File: config.mk
export PLATFORM = sky130hd
export DESIGN_NAME = multicycle_control
export DESIGN_NICKNAME = d
export VERILOG_FILES = /design/src/rtl/control_pkg.sv /design/src/rtl/mem_wait_counter.sv /design/src/rtl/multicycle_control.sv
export SDC_FILE = /design/constraint.sdc
export NUM_CORES = 1
export LEC_CHECK = 0
export BUFFER_PORTS_ARGS = -buffer_cell sky130_fd_sc_hd__clkbuf_2
export CORE_MARGIN = 1.5
export CORE_UTILIZATION = 48
export DETAILED_ROUTE_END_ITERATION = 12
export PLACE_DENSITY_LB_ADDON = 0.1
export SKIP_LAST_GASP = 1
export SYNTH_ARGS = -nofsm -noshare
export SYNTH_HDL_FRONTEND = slang
export SYNTH_SLANG_ARGS = --single-unit
File: constraint.sdc
create_clock -name clk -period 1.7 [get_ports clk]
set_input_delay 0.085 -clock clk [delete_from_list [all_inputs] [get_ports clk]]
set_output_delay 0.085 -clock clk [all_outputs]
set_load 0.01 [all_outputs]
File: src/rtl/control_pkg.sv
// Shared types and constants for the multicycle control unit: FSM state
// encoding, ALU operation codes and opcode classes.
package control_pkg;

  typedef enum logic [2:0] {
    FETCH     = 3'd0,
    DECODE    = 3'd1,
    OPERAND   = 3'd2,
    EXECUTE   = 3'd3,
    WRITEBACK = 3'd4
  } state_t;

  localparam logic [2:0] ALU_ADD  = 3'b000;
  localparam logic [2:0] ALU_SUB  = 3'b001;
  localparam logic [2:0] ALU_CMP  = 3'b010;
  localparam logic [2:0] ALU_FADD = 3'b100;
  localparam logic [2:0] ALU_FSUB = 3'b101;
  localparam logic [2:0] ALU_NOP  = 3'b111;

  localparam logic [1:0] CLS_REG    = 2'b00;
  localparam logic [1:0] CLS_IMM    = 2'b01;
  localparam logic [1:0] CLS_BRANCH = 2'b10;
  localparam logic [1:0] CLS_FP     = 2'b11;

  // Opcode[0] picks the subtract flavour within the integer and FP classes.
  function automatic logic [2:0] alu_op_of(input logic [2:0] op);
    logic [2:0] res;
    case (op[2:1])
      CLS_REG, CLS_IMM: res = {2'b00, op[0]};
      CLS_BRANCH:       res = ALU_CMP;
      default:          res = {2'b10, op[0]};
    endcase
    return res;
  endfunction

endpackage

File: src/rtl/mem_wait_counter.sv
// Loadable down-counter that flags the last cycle of a MEM_LAT-cycle wait.
// Loaded with MEM_LAT-1 on entry; terminal count (zero) marks the last cycle.
module mem_wait_counter #(
  parameter int MEM_LAT = 1
) (
  input  logic clk,
  input  logic reset,
  input  logic load,
  output logic last
);

  localparam int CNT_W = (MEM_LAT > 1) ? $clog2(MEM_LAT) : 1;
  localparam logic [CNT_W-1:0] LOAD_VAL = CNT_W'(MEM_LAT - 1);

  logic [CNT_W-1:0] cnt;

  always_ff @(posedge clk) begin
    if (reset || load) begin
      cnt <= LOAD_VAL;
    end else if (cnt != '0) begin
      cnt <= cnt - 1'b1;
    end
  end

  assign last = (cnt == '0);

endmodule

File: src/rtl/multicycle_control.sv
// Multicycle instruction sequencer for the 13-bit word processor; owns the PC.
// Define FP_EN to execute class-11 (FP) opcodes; otherwise they retire as NOPs.
//
// state     | meaning
// FETCH     | instruction read from memory at PC, MEM_LAT cycles
// DECODE    | latch opcode, choose path
// OPERAND   | data operand read, MEM_LAT cycles
// EXECUTE   | ALU op driven; branches update PC here
// WRITEBACK | result write to memory, MEM_LAT cycles, then PC+1
module multicycle_control
  import control_pkg::*;
#(
  parameter int              PC_W     = 13,
  parameter int              MEM_LAT  = 1,
  parameter logic [PC_W-1:0] RESET_PC = '0
) (
  input  logic            clk,
  input  logic            reset,
  input  logic [2:0]      Opcode,
  output logic [PC_W-1:0] PC,
  output logic            InstructionTypeSelect,
  output logic [2:0]      ALU_Op,
  output logic            WriteFlag,
  output logic            ReadFlag,
  output logic            instructionControl
);

  state_t          state, state_nx;
  logic [2:0]      op_q;
  logic [PC_W-1:0] pc_q, pc_nx;
  logic            last;
  logic            load;
  logic            rd, wr, ic, its;
  logic [2:0]      alu;

  // Every state change re-arms the wait counter, so each access state
  // starts a fresh MEM_LAT count.
  assign load = (state_nx != state);

  mem_wait_counter #(
    .MEM_LAT(MEM_LAT)
  ) u_wait (
    .clk  (clk),
    .reset(reset),
    .load (load),
    .last (last)
  );

  always_ff @(posedge clk) begin
    if (reset) begin
      state <= FETCH;
      pc_q  <= RESET_PC;
      op_q  <= '0;
    end else begin
      state <= state_nx;
      pc_q  <= pc_nx;
      if (state == DECODE) op_q <= Opcode;
    end
  end

  always_comb begin
    state_nx = state;
    pc_nx    = pc_q;
    rd       = 1'b0;
    wr       = 1'b0;
    ic       = 1'b0;
    its      = 1'b0;
    alu      = ALU_NOP;
    case (state)
      FETCH: begin
        rd = 1'b1;
        ic = 1'b1;
        if (last) state_nx = DECODE;
      end
      DECODE: begin
        case (Opcode[2:1])
          CLS_REG:             state_nx = OPERAND;
          CLS_IMM, CLS_BRANCH: state_nx = EXECUTE;
          default: begin
`ifdef FP_EN
            state_nx = OPERAND;
`else
            state_nx = FETCH;
            pc_nx    = pc_q + PC_W'(1);
`endif
          end
        endcase
      end
      OPERAND: begin
        rd = 1'b1;
        if (last) state_nx = EXECUTE;
      end
      EXECUTE: begin
        alu = alu_op_of(op_q);
        its = (op_q[2:1] == CLS_IMM);
        // The word after a branch holds its operand, hence the skip of two.
        if (op_q[2:1] == CLS_BRANCH) begin
          pc_nx    = pc_q + PC_W'(2);
          state_nx = FETCH;
        end else begin
          state_nx = WRITEBACK;
        end
      end
      WRITEBACK: begin
        wr  = 1'b1;
        alu = alu_op_of(op_q);
        its = (op_q[2:1] == CLS_IMM);
        if (last) begin
          pc_nx    = pc_q + PC_W'(1);
          state_nx = FETCH;
        end
      end
      default: state_nx = FETCH;
    endcase
  end

  // Strobes are quiet while reset is held so no access leaks out mid-reset.
  assign PC                    = pc_q;
  assign ReadFlag              = rd & ~reset;
  assign WriteFlag             = wr & ~reset;
  assign instructionControl    = ic & ~reset;
  assign InstructionTypeSelect = its & ~reset;
  assign ALU_Op                = reset ? ALU_NOP : alu;

endmodule

==> results of run 1 <==
==> cell usage after synthesis (2+ instances only) <==
cell type	n	area (um2)
nor2b_1	10	62.6
a21oi_1	8	40.0
or4_1	3	22.5
dfxtp_1	20	400
nor4_2	3	37.5
o21ai_0	4	20.0
ha_1	4	50.1
clkbuf_1	3	11.3
buf_1	2	7.51
nor4_1	6	37.5
nand2b_1	2	12.5
and4_1	2	17.5
nand3_1	3	15.0
nand2_1	12	45.0
and3b_1	2	17.5
nor2_1	17	63.8
buf_6	2	22.5
nor4b_1	2	17.5
nand4_1	2	12.5
o31ai_1	4	30.0
buf_4	3	22.5
mux2_1	9	101
nor3_1	3	15.0
==> stage by stage <==
step	utilization, %	hold WS (ns)	setup TNS (ns)
after CTS	66.9	0.0211	-0.00949
final	71.9	0.0229	-0.0712
after global placement	61.4	0.318	-0.0632
after detailed placement	61.4	0.324	-0.255
after floorplan	-	0.221	-0.0421
after global routing	71.9	0.0155	-0.365
==> what timing repair did <==
| item | CTS | global route |
|---|---|---|
| gates resized for setup | 9 | 21 |
| pin swaps | 1 | 8 |
| hold endpoints to repair | 1 | 0 |
| endpoints found under the setup margin | 13 | 17 |
| cloned | 0 | 2 |
| hold buffers | 1 | 0 |
| buffers inserted | 2 | 0 |
==> path summary, 6_finish.rpt <==
check                                to  startpoint  slack, ns
worst min register to register  op_q[0]     op_q[0]       0.51
worst max-delay path              PC[1]    state[0]      -0.02
worst min-delay path            op_q[2]   Opcode[2]       0.02
worst max register to register    PC[1]    state[0]      -0.02
==> power by group through the flow <==
stage | combinational (mW) | sequential [mW] | clock, mW
2_1_floorplan | 0.0888 | 0.499 | 0
3_3_place_gp | 0.133 | 0.499 | 0
3_5_place_dp | 0.139 | 0.500 | 0
4_1_cts | 0.154 | 0.490 | 0.398
5_1_grt | 0.207 | 0.495 | 0.431
6_report | 0.189 | 0.493 | 0.398
==> layer usage <==
metal  global-route usage (%)  up-vias
li1                         -      580
met1                     28.7      587
met2                     40.4       25
met3                     5.93        2
met4                     5.13        0
met5                        0        -
==> critical path, stage by stage, from the launching register on <==
cell and delay [ns]:
dfxtp_2 0.37, and3b_2 0.24, a32o_2 0.30, buf_6 0.16, or4_1 0.46, a21oi_1 0.13
==> logic make-up after synthesis <==
group	after synthesis
buf+inv	12
mux	11
flops	20
compound gates	21
other cells	1
simple gates	70
fa+ha+maj	4
==> registers in the layout, indices dropped and copies added (netlist names) <==
| signal | cells |
|---|---|
| u_wait.cnt | 1 |
| state | 3 |
| PC | 13 |
| op_q | 3 |
==> cell type report <==
class                   count  area share (%)
clock buffers               3            1.38
clock inverters             1            1.83
repair buffers             42            16.7
inverters                   1           0.229
well taps                  28            2.14
multi-input cells         109            53.1
flip-flops and latches     20            24.7
==> impl_results.md, run 1 <==
- Critical Path RT: 1.94 ns
- Die height: 52.9 um
- Flop pwr share: 45.6%
- Number of flops mapped to enable cells by yosys: 0
- Post-synthesis simple-gate area fraction: 34.0%
- Fillcell total: 171
- Distinct cells, synth: 36
- Failing checks: negative setup slack
- Seq cells post-synth: 20
- Clk pin slew, worst setup/hold paths: 0.12 ns
- Setup Skew: 0.00539 ns
- Post-route antenna net violation count: 0
- Largest net degree at the start of global routing: 34
- Switching Share: 25.6%
- H-tree depth: 1
- GRT Total Usage: 23.3%
- Fin cells: 204
- R2r worst-path depth: 5
- Die ar.: 0.00280 mm2
- Worst Setup Path Type: flop to flop
- Status: finished with violations
- CP max FO: 10
- Cell Int Power: 0.803 mW
- # rows: 17
- Adder-cell share of the synthesized area: 4.18%
- Pre-CTS setup slack: -0.0708 ns
- Maximum vdd ir drop: 0.575 mV
- Mapped Cells: 139
- First-pass GRT wire length: 4.79 mm
- DRT iter0 DRCs: 36
- Clock Path Buffers: 2
- IO Pins: 25
- Hold Crit Depth: 3
- Vias in the first global route: 1060
- Worst slew margin: 55.2%
- Crit path time final: 1.72 ns
- Worst-Skew Late Latency: 0.31 ns
- Area of the multi-input gates: 868 um2
- Final hold vios: 0
- Crit end category: flop
- Post-Syn Area per Cell: 8.61 um2
- GPL Wtd Cong: 0.800
- Most frequent cells in the layout: clkbuf_2 (23), dfxtp_1 (17), nor2_1 (14)
- Logic pwr share: 17.5%
- Largest family of logic cells by synthesized area: simple AND/OR/NAND/NOR gates
- Switch Pwr: 0.277 mW
- Design Area, Final: 0.00164 mm2
- Area after DPL: 0.00140 mm2
- Worst Max-Slew Pin Slew: 0.672 ns
- Clock network power share: 36.8%
- Grt ovf: 0
- Avg WL per Cell: 15.3 um
- Met2 wire length: 1.57 mm
- Final slew viol count: 0
- Most common cell after layout, fill and taps aside: clkbuf_2
- P per Cell Area: 660 mW/mm2
- DR vias: 1194
- Endpoints failing setup: 5
- I/O Buffers: 24
- Syn. warnings: 0
- Starting density of the core: 52.6%
- Final HPWL DP: 1.94 mm
- XOR/XNOR Fraction of Synth Area: 0%
- Syn nets: 148
- Register area: 404 um2
- # DRC: 0
- TritonCTS Sinks: 20
- Met3 wire len: 98 um
- Initial antenna violation count: 0
- Top Metal Used: met4
- Synthesized area: 0.00120 mm2
- RSZ-0062 raised after global routing: true
- Max_cap viols: 0
- Die Span X: 52.9 um
- Main flop type after synthesis: dfxtp_1
- Max frequency: 580 MHz
- Vias per cell: 5.85
- Placed Cells: 195
- Multiplexer area fraction after synthesis: 10.4%
- N_diodes: 0
- Worst hold path type: input port to flop
- Fin crit share: 101%
- TritonCTS clock tree: done
- Wirelength, routed: 3.12 mm
- CP startpoint kind: flop
- Core Footprint: 0.00228 mm2
- M1 wire length: 1.43 mm
- Drt first pass iters: 4
- Final nets: 186
- LEAKAGE: 0.655 nW
- Setup slack after layout: -0.0241 ns
- CTS Buf Count: 3
- WP data arrival: 1.97 ns
- Sequential-to-total area share from yosys stat: 33.4%
- Share of cells above drive strength 1: 40.9%
- Power, Total: 1.08 mW
- Area grow syn2layout: 36.7%
- Root Driver: clkbuf_4
- Synth Area in Compound Gates: 11.6%
- Synth async-reset ratio: 0%
Power figures use the tool's default switching activity.
==> inputs of run 2 (changes only) <==
--- a/config.mk
+++ b/config.mk
@@ -5,6 +5,7 @@
 export SDC_FILE = /design/constraint.sdc
 export NUM_CORES = 1
 export LEC_CHECK = 0
+export ABC_AREA = 1
 export BUFFER_PORTS_ARGS = -buffer_cell sky130_fd_sc_hd__clkbuf_2
 export CORE_MARGIN = 1.5
 export CORE_UTILIZATION = 48
==> impl_results.md, run 2 <==
- Status: finished, final reports clean
- Die Span X: 52.8 um (-0.29%)
- Worst r2r src: state[2]
- R2r setup slk: 0.18 ns (+0.20 ns)
- Fin crit share: 92.6% (-8.8 points)
- TritonCTS Sinks: 20 (unchanged)
- P per Cell Area: 621 mW/mm2 (-5.9%)
- Post-route antenna net violation count: 0 (unchanged)
- Vias in the first global route: 1077 (+1.6%)
- Share of cells above drive strength 1: 20.0% (-21 points)
- # DRC: 0 (unchanged)
- Max reg flops: 13 (unchanged)
- Critical Path RT: 1.62 ns (-0.32 ns)
- DRT iter0 DRCs: 28 (-22%)
- R2r worst-path depth: 7 (+2)
- Final slew viol count: 0 (unchanged)
- Synthesized area: 0.00119 mm2 (-0.63%)
- Grt ovf: 0 (unchanged)
- Initial antenna violation count: 0 (unchanged)
- CTS Buf Count: 3 (unchanged)
- I/O Buffers: 24 (unchanged)
- Starting density of the core: 52.3% (-0.33 points)
- Hold_buf cts: 0 (-1)
- Main flop type after synthesis: dfxtp_1
- H-tree depth: 1 (unchanged)
- Fin cells: 243 (+19%)
- DR vias: 1197 (+0.25%)
- Clk pin slew, worst setup/hold paths: 0.10 ns (-0.02 ns)
- Area leader, netlist: dfxtp_1
- RSZ-0062 raised after global routing: false
- IO Pins: 25 (unchanged)
- TritonCTS clock tree: done
- Mapped Cells: 190 (+37%)
- First-pass GRT wire length: 4.46 mm (-6.9%)
- GRT Total Usage: 21.1% (-2.1 points)
- Most common cell after layout, fill and taps aside: nand2_1
- Drt first pass iters: 4 (unchanged)
- Avg WL per Cell: 10.5 um (-31%)
- Number of flops mapped to enable cells by yosys: 0 (unchanged)
- Worst-Skew Late Latency: 0.29 ns (-0.02 ns)
- Most frequent cells in the layout: nand2_1 (48), nor2_1 (35), inv_1 (25)
- Distinct cells, synth: 24 (-33%)
- Area after DPL: 0.00132 mm2 (-5.6%)
- Vias per cell: 4.93 (-16%)
- Sequential-to-total area share from yosys stat: 33.6% (+0.21 points)
- Design Area, Final: 0.00135 mm2 (-18%)
- PostCTS Resize Cnt: 0 (-9)
- Clock Path Buffers: 2 (unchanged)
- Setup Skew: 0.00770 ns (+0.00230 ns)
- Number of setup buffers added after CTS: 0 (-2)
- # rows: 17 (unchanged)
- Synth area leaders: dfxtp_1 (34%), nand2_1 (15%), nor2_1 (11%)
- Worst hold path type: input port to flop
- Worst Setup Path Type: flop to primary output
- Hold endpoint: op_q[0]
- Final hold vios: 0 (unchanged)
- Worst r2r dst: PC[1]
- GPL Wtd Cong: 0.845 (+5.6%)
- Die height: 52.8 um (-0.29%)
- Crit path time final: 1.57 ns (-0.150 ns)
- Seq cells post-synth: 20 (unchanged)
- Max frequency: 635 MHz (+9.5%)
- LEAKAGE: 0.601 nW (-8.2%)
- Hold Crit Depth: 3 (unchanged)
- Syn nets: 199 (+34%)
- Core Footprint: 0.00228 mm2 (unchanged)
- Die ar.: 0.00279 mm2 (-0.58%)
- Endpoints failing setup: 0 (-5)
- Maximum vdd ir drop: 0.409 mV (-29%)
- Max_cap viols: 0 (unchanged)
- Final core utilization: 59.3% (-13 points)
- Area grow syn2layout: 13.5%
- Post-synth top area share: 33.6% (+0.21 points)
- Cell with the most instances after synthesis: nand2_1
- Final nets: 226 (+22%)
- N_diodes: 0 (unchanged)
- Hold slack: 0.0155 ns (-0.00748 ns)
- Pre-CTS setup slack: 0.117 ns (+0.188 ns)
- Crit end category: primary output
- Root Driver: clkbuf_4
- Placed Cells: 239 (+23%)
- Hold path startpoint: Opcode[0]
- TNS Setup: 0 ns (+0.0712 ns)
- Power, Total: 0.839 mW (-22%)
- WP data arrival: 1.49 ns (-0.48 ns)
- Post-synth top cells: nand2_1 (48), nor2_1 (35), inv_1 (25), dfxtp_1 (20), nand3_1 (15)
- Syn. warnings: 0 (unchanged)
- CP startpoint kind: flop
- Final HPWL DP: 1.94 mm (about the same)
- Largest net degree at the start of global routing: 23 (-32%)
- Worst slew margin: 63.7% (+8.6 points)
- CP max FO: 8 (-2)
- Wirelength, routed: 2.55 mm (-18%)
- Synth async-reset ratio: 0% (unchanged)
- Worst Max-Slew Pin Slew: 0.538 ns (-0.134 ns)
- Setup slack after layout: 0.126 ns (+0.150 ns)
- Post-Syn Area per Cell: 6.26 um2 (-27%)
[run 2: cell count changes after synthesis, sizes merged, moves of 4 or more]
cell / delta
nand2: +38
o31ai: -4
nand3: +12
nor4: -7
nor2b: -10
nor2: +24
buf: -5
inv: +26
mux2: -9
[run 2: cell families after synthesis]
family	count (synthesis)	synth area share, %
fa+ha+maj	4	4.21
other cells	1	0.315
simple gates	117	42.7
buf+inv	32	12.0
compound gates	16	7.15
flops	20	33.6
[run 2: final cells by class]
class                           count  area (um2)
Inverter                           27         101
Multi-Input combinational cell    139         653
Timing Repair Buffer               26         135
Tap cell                           28        35.0
Sequential cell                    20         403
Clock buffer                        3        22.5
Fill cell                         236         926
[run 2: report_power, final]
part	total [mW]	leakage, nW	switching [mW]	internal, mW
combinational	0.114	0.424	0.0754	0.0390
clock	0.222	0.0138	0.140	0.0824
sequential	0.502	0.163	0.0169	0.485
[run 2: worst max-delay path by stage]
stage                     startpoint   endpoint
after floorplan                PC[1]     PC[12]
after global placement      state[0]      PC[4]
after detailed placement    state[0]      PC[4]
after CTS                   state[0]  ALU_Op[2]
after global routing           PC[1]      PC[4]
final                       state[0]  ALU_Op[2]
[run 2: worst max-delay path, cell delays in order (launching register included)]
cell and delay, ns:
dfxtp_2 0.41, nand2_1 0.08, nor2_2 0.20, nor2_1 0.11, nor2_1 0.16, o21ai_0 0.10
clkbuf_2 0.13
[run 2: metal layers]
layer  GRT usage [%]  wire length [um]  vias to the layer above
met5               0                 0                        -
met4            6.41                14                        0
met3            2.57                78                        2
met2            32.9              1070                       24
met1            30.2              1390                      519
li1                -                 -                      652
==> inputs of run 3 (changes only) <==
--- a/config.mk
+++ b/config.mk
@@ -10,6 +10,7 @@
 export CORE_MARGIN = 1.5
 export CORE_UTILIZATION = 48
 export DETAILED_ROUTE_END_ITERATION = 12
+export MAX_ROUTING_LAYER = met4
 export PLACE_DENSITY_LB_ADDON = 0.1
 export SKIP_LAST_GASP = 1
 export SYNTH_ARGS = -nofsm -noshare
==> impl_results.md, run 3 (synthesis results as in run 2) <==
- Status: finished, final reports clean
- Maximum vdd ir drop: 0.409 mV (about the same)
- Worst Setup Path Type: flop to primary output
- DRT iter0 DRCs: 26 (-7.1%)
- Fin crit share: 92.6% (about the same)
- Post-route antenna net violation count: 0 (unchanged)
- Root Driver: clkbuf_4
- WP data arrival: 1.49 ns (about the same)
- Setup Skew: 0.00510 ns (-0.00260 ns)
- I/O Buffers: 24 (unchanged)
- Crit end category: primary output
- Final slew viol count: 0 (unchanged)
- Worst Max-Slew Pin Slew: 0.539 ns (+0.000881 ns)
- Critical Path RT: 1.62 ns (about the same)
- Die Span X: 52.8 um (unchanged)
- RSZ-0062 raised after global routing: false
- TritonCTS clock tree: done
- Drt first pass iters: 4 (unchanged)
- N_diodes: 0 (unchanged)
- Starting density of the core: 52.3% (unchanged)
- DR vias: 1198 (+0.084%)
- Final HPWL DP: 1.94 mm (unchanged)
- Clock network power share: 26.5% (about the same)
- TNS Setup: 0 ns (unchanged)
- # DRC: 0 (unchanged)
- Worst hold path type: input port to flop
- Number of setup buffers added after CTS: 0 (unchanged)
- GPL Wtd Cong: 0.858 (+1.6%)
- Cell Int Power: 0.607 mW (about the same)
- Die height: 52.8 um (unchanged)
- Max frequency: 635 MHz (about the same)
- Final nets: 226 (unchanged)
- Max reg flops: 13 (unchanged)
- Register area: 403 um2 (unchanged)
- Final hold vios: 0 (unchanged)
- # rows: 17 (unchanged)
- Logic pwr share: 13.6% (about the same)
- Grt ovf: 0 (unchanged)
- CP max FO: 8 (unchanged)
- Avg WL per Cell: 10.5 um (-0.51%)
- Share of cells above drive strength 1: 20.0% (unchanged)
- Die ar.: 0.00279 mm2 (unchanged)
- TritonCTS Sinks: 20 (unchanged)
- Hold slack: 0.0136 ns (-0.00191 ns)
- Worst-Skew Late Latency: 0.29 ns (about the same)
- First-pass GRT wire length: 4.48 mm (+0.47%)
- Wirelength, routed: 2.54 mm (-0.51%)
- Area of the multi-input gates: 653 um2 (unchanged)
- Fillcell total: 236 (unchanged)
- Worst slew margin: 63.7% (about the same)
- Max_cap viols: 0 (unchanged)
- Area grow syn2layout: 13.5% (unchanged)
- Flop pwr share: 59.9% (about the same)
- Vias per cell: 4.93 (about the same)
- IO Pins: 25 (unchanged)
- Most common cell after layout, fill and taps aside: nand2_1
- LEAKAGE: 0.601 nW (unchanged)
- Clock Path Buffers: 2 (unchanged)
- Crit path time final: 1.57 ns (+0.000265 ns)
- Initial antenna violation count: 0 (unchanged)
- Endpoints failing setup: 0 (unchanged)
- GRT Total Usage: 21.7% (+0.60 points)
- Core Footprint: 0.00228 mm2 (unchanged)
- Final core utilization: 59.3% (unchanged)
- Clk pin slew, worst setup/hold paths: 0.11 ns (about the same)
- Switching Share: 27.6% (-0.040 points)
- CTS Buf Count: 3 (unchanged)
- Most frequent cells in the layout: nand2_1 (48), nor2_1 (35), inv_1 (25)
- P per Cell Area: 621 mW/mm2 (about the same)
- Vias in the first global route: 1071 (-0.56%)
- Switch Pwr: 0.232 mW (-0.20%)
- H-tree depth: 1 (unchanged)
- Largest net degree at the start of global routing: 23 (unchanged)
- CP startpoint kind: flop
## run 3: cell counts in the layout (fill, tap and decap cells not counted)
No cell type changed its count.
## run 3: repair_timing
| item | 4_1_cts | 5_1_grt |
|---|---|---|
| gates resized for setup | 0 | 2 |
| hold buffers | 0 | 0 |
| endpoints found under the setup margin | 0 | 12 |
## run 3: final timing paths
kind              from  cells past startpoint  slack, ns         to
max           state[0]                      6       0.13  ALU_Op[2]
min          Opcode[0]                      3       0.01    op_q[0]
max reg2reg   state[2]                      7       0.19      PC[1]
min reg2reg      PC[5]                      2       0.49      PC[5]
## run 3: cell type report
class	count	share of cell area (%)
multi-input combinational	139	48.4
sequential	20	29.8
timing repair buffer	26	10.0
inverter	27	7.51
tap	28	2.60
clock buffer	3	1.67
## run 3: stage by stage
step	setup WS [ns]	total power, mW	std cells	cell area [um2]
4_1_cts	0.0294	0.843	242	1340
2_1_floorplan	0.424	0.598	190	1190
3_3_place_gp	0.207	0.619	239	1320
6_report	0.125	0.838	243	1350
5_1_grt	0.00846	0.883	243	1350
3_5_place_dp	0.117	0.622	239	1320
## run 3: power groups by stage
| stage | clock network, mW | registers (mW) | logic, mW |
|---|---|---|---|
| after floorplan | 0 | 0.507 | 0.0906 |
| after global placement | 0 | 0.510 | 0.108 |
| after detailed placement | 0 | 0.511 | 0.110 |
| after CTS | 0.231 | 0.501 | 0.111 |
| after global routing | 0.246 | 0.506 | 0.131 |
| final | 0.222 | 0.502 | 0.114 |
## run 3: critical path, stage by stage, from the launching register on
cell	delay (ns)
dfxtp_2	0.41
nand2_1	0.08
nor2_2	0.20
nor2_1	0.11
nor2_1	0.16
o21ai_0	0.10
clkbuf_2	0.13
## run 3: routing by layer
layer | part of all wire, % | track usage (%) | routed length [um]
met5 | 0 | - | 0
met4 | 0.55 | 6.41 | 14
met1 | 54 | 30.4 | 1380
met3 | 3.1 | 2.57 | 78
met2 | 42 | 32.9 | 1070
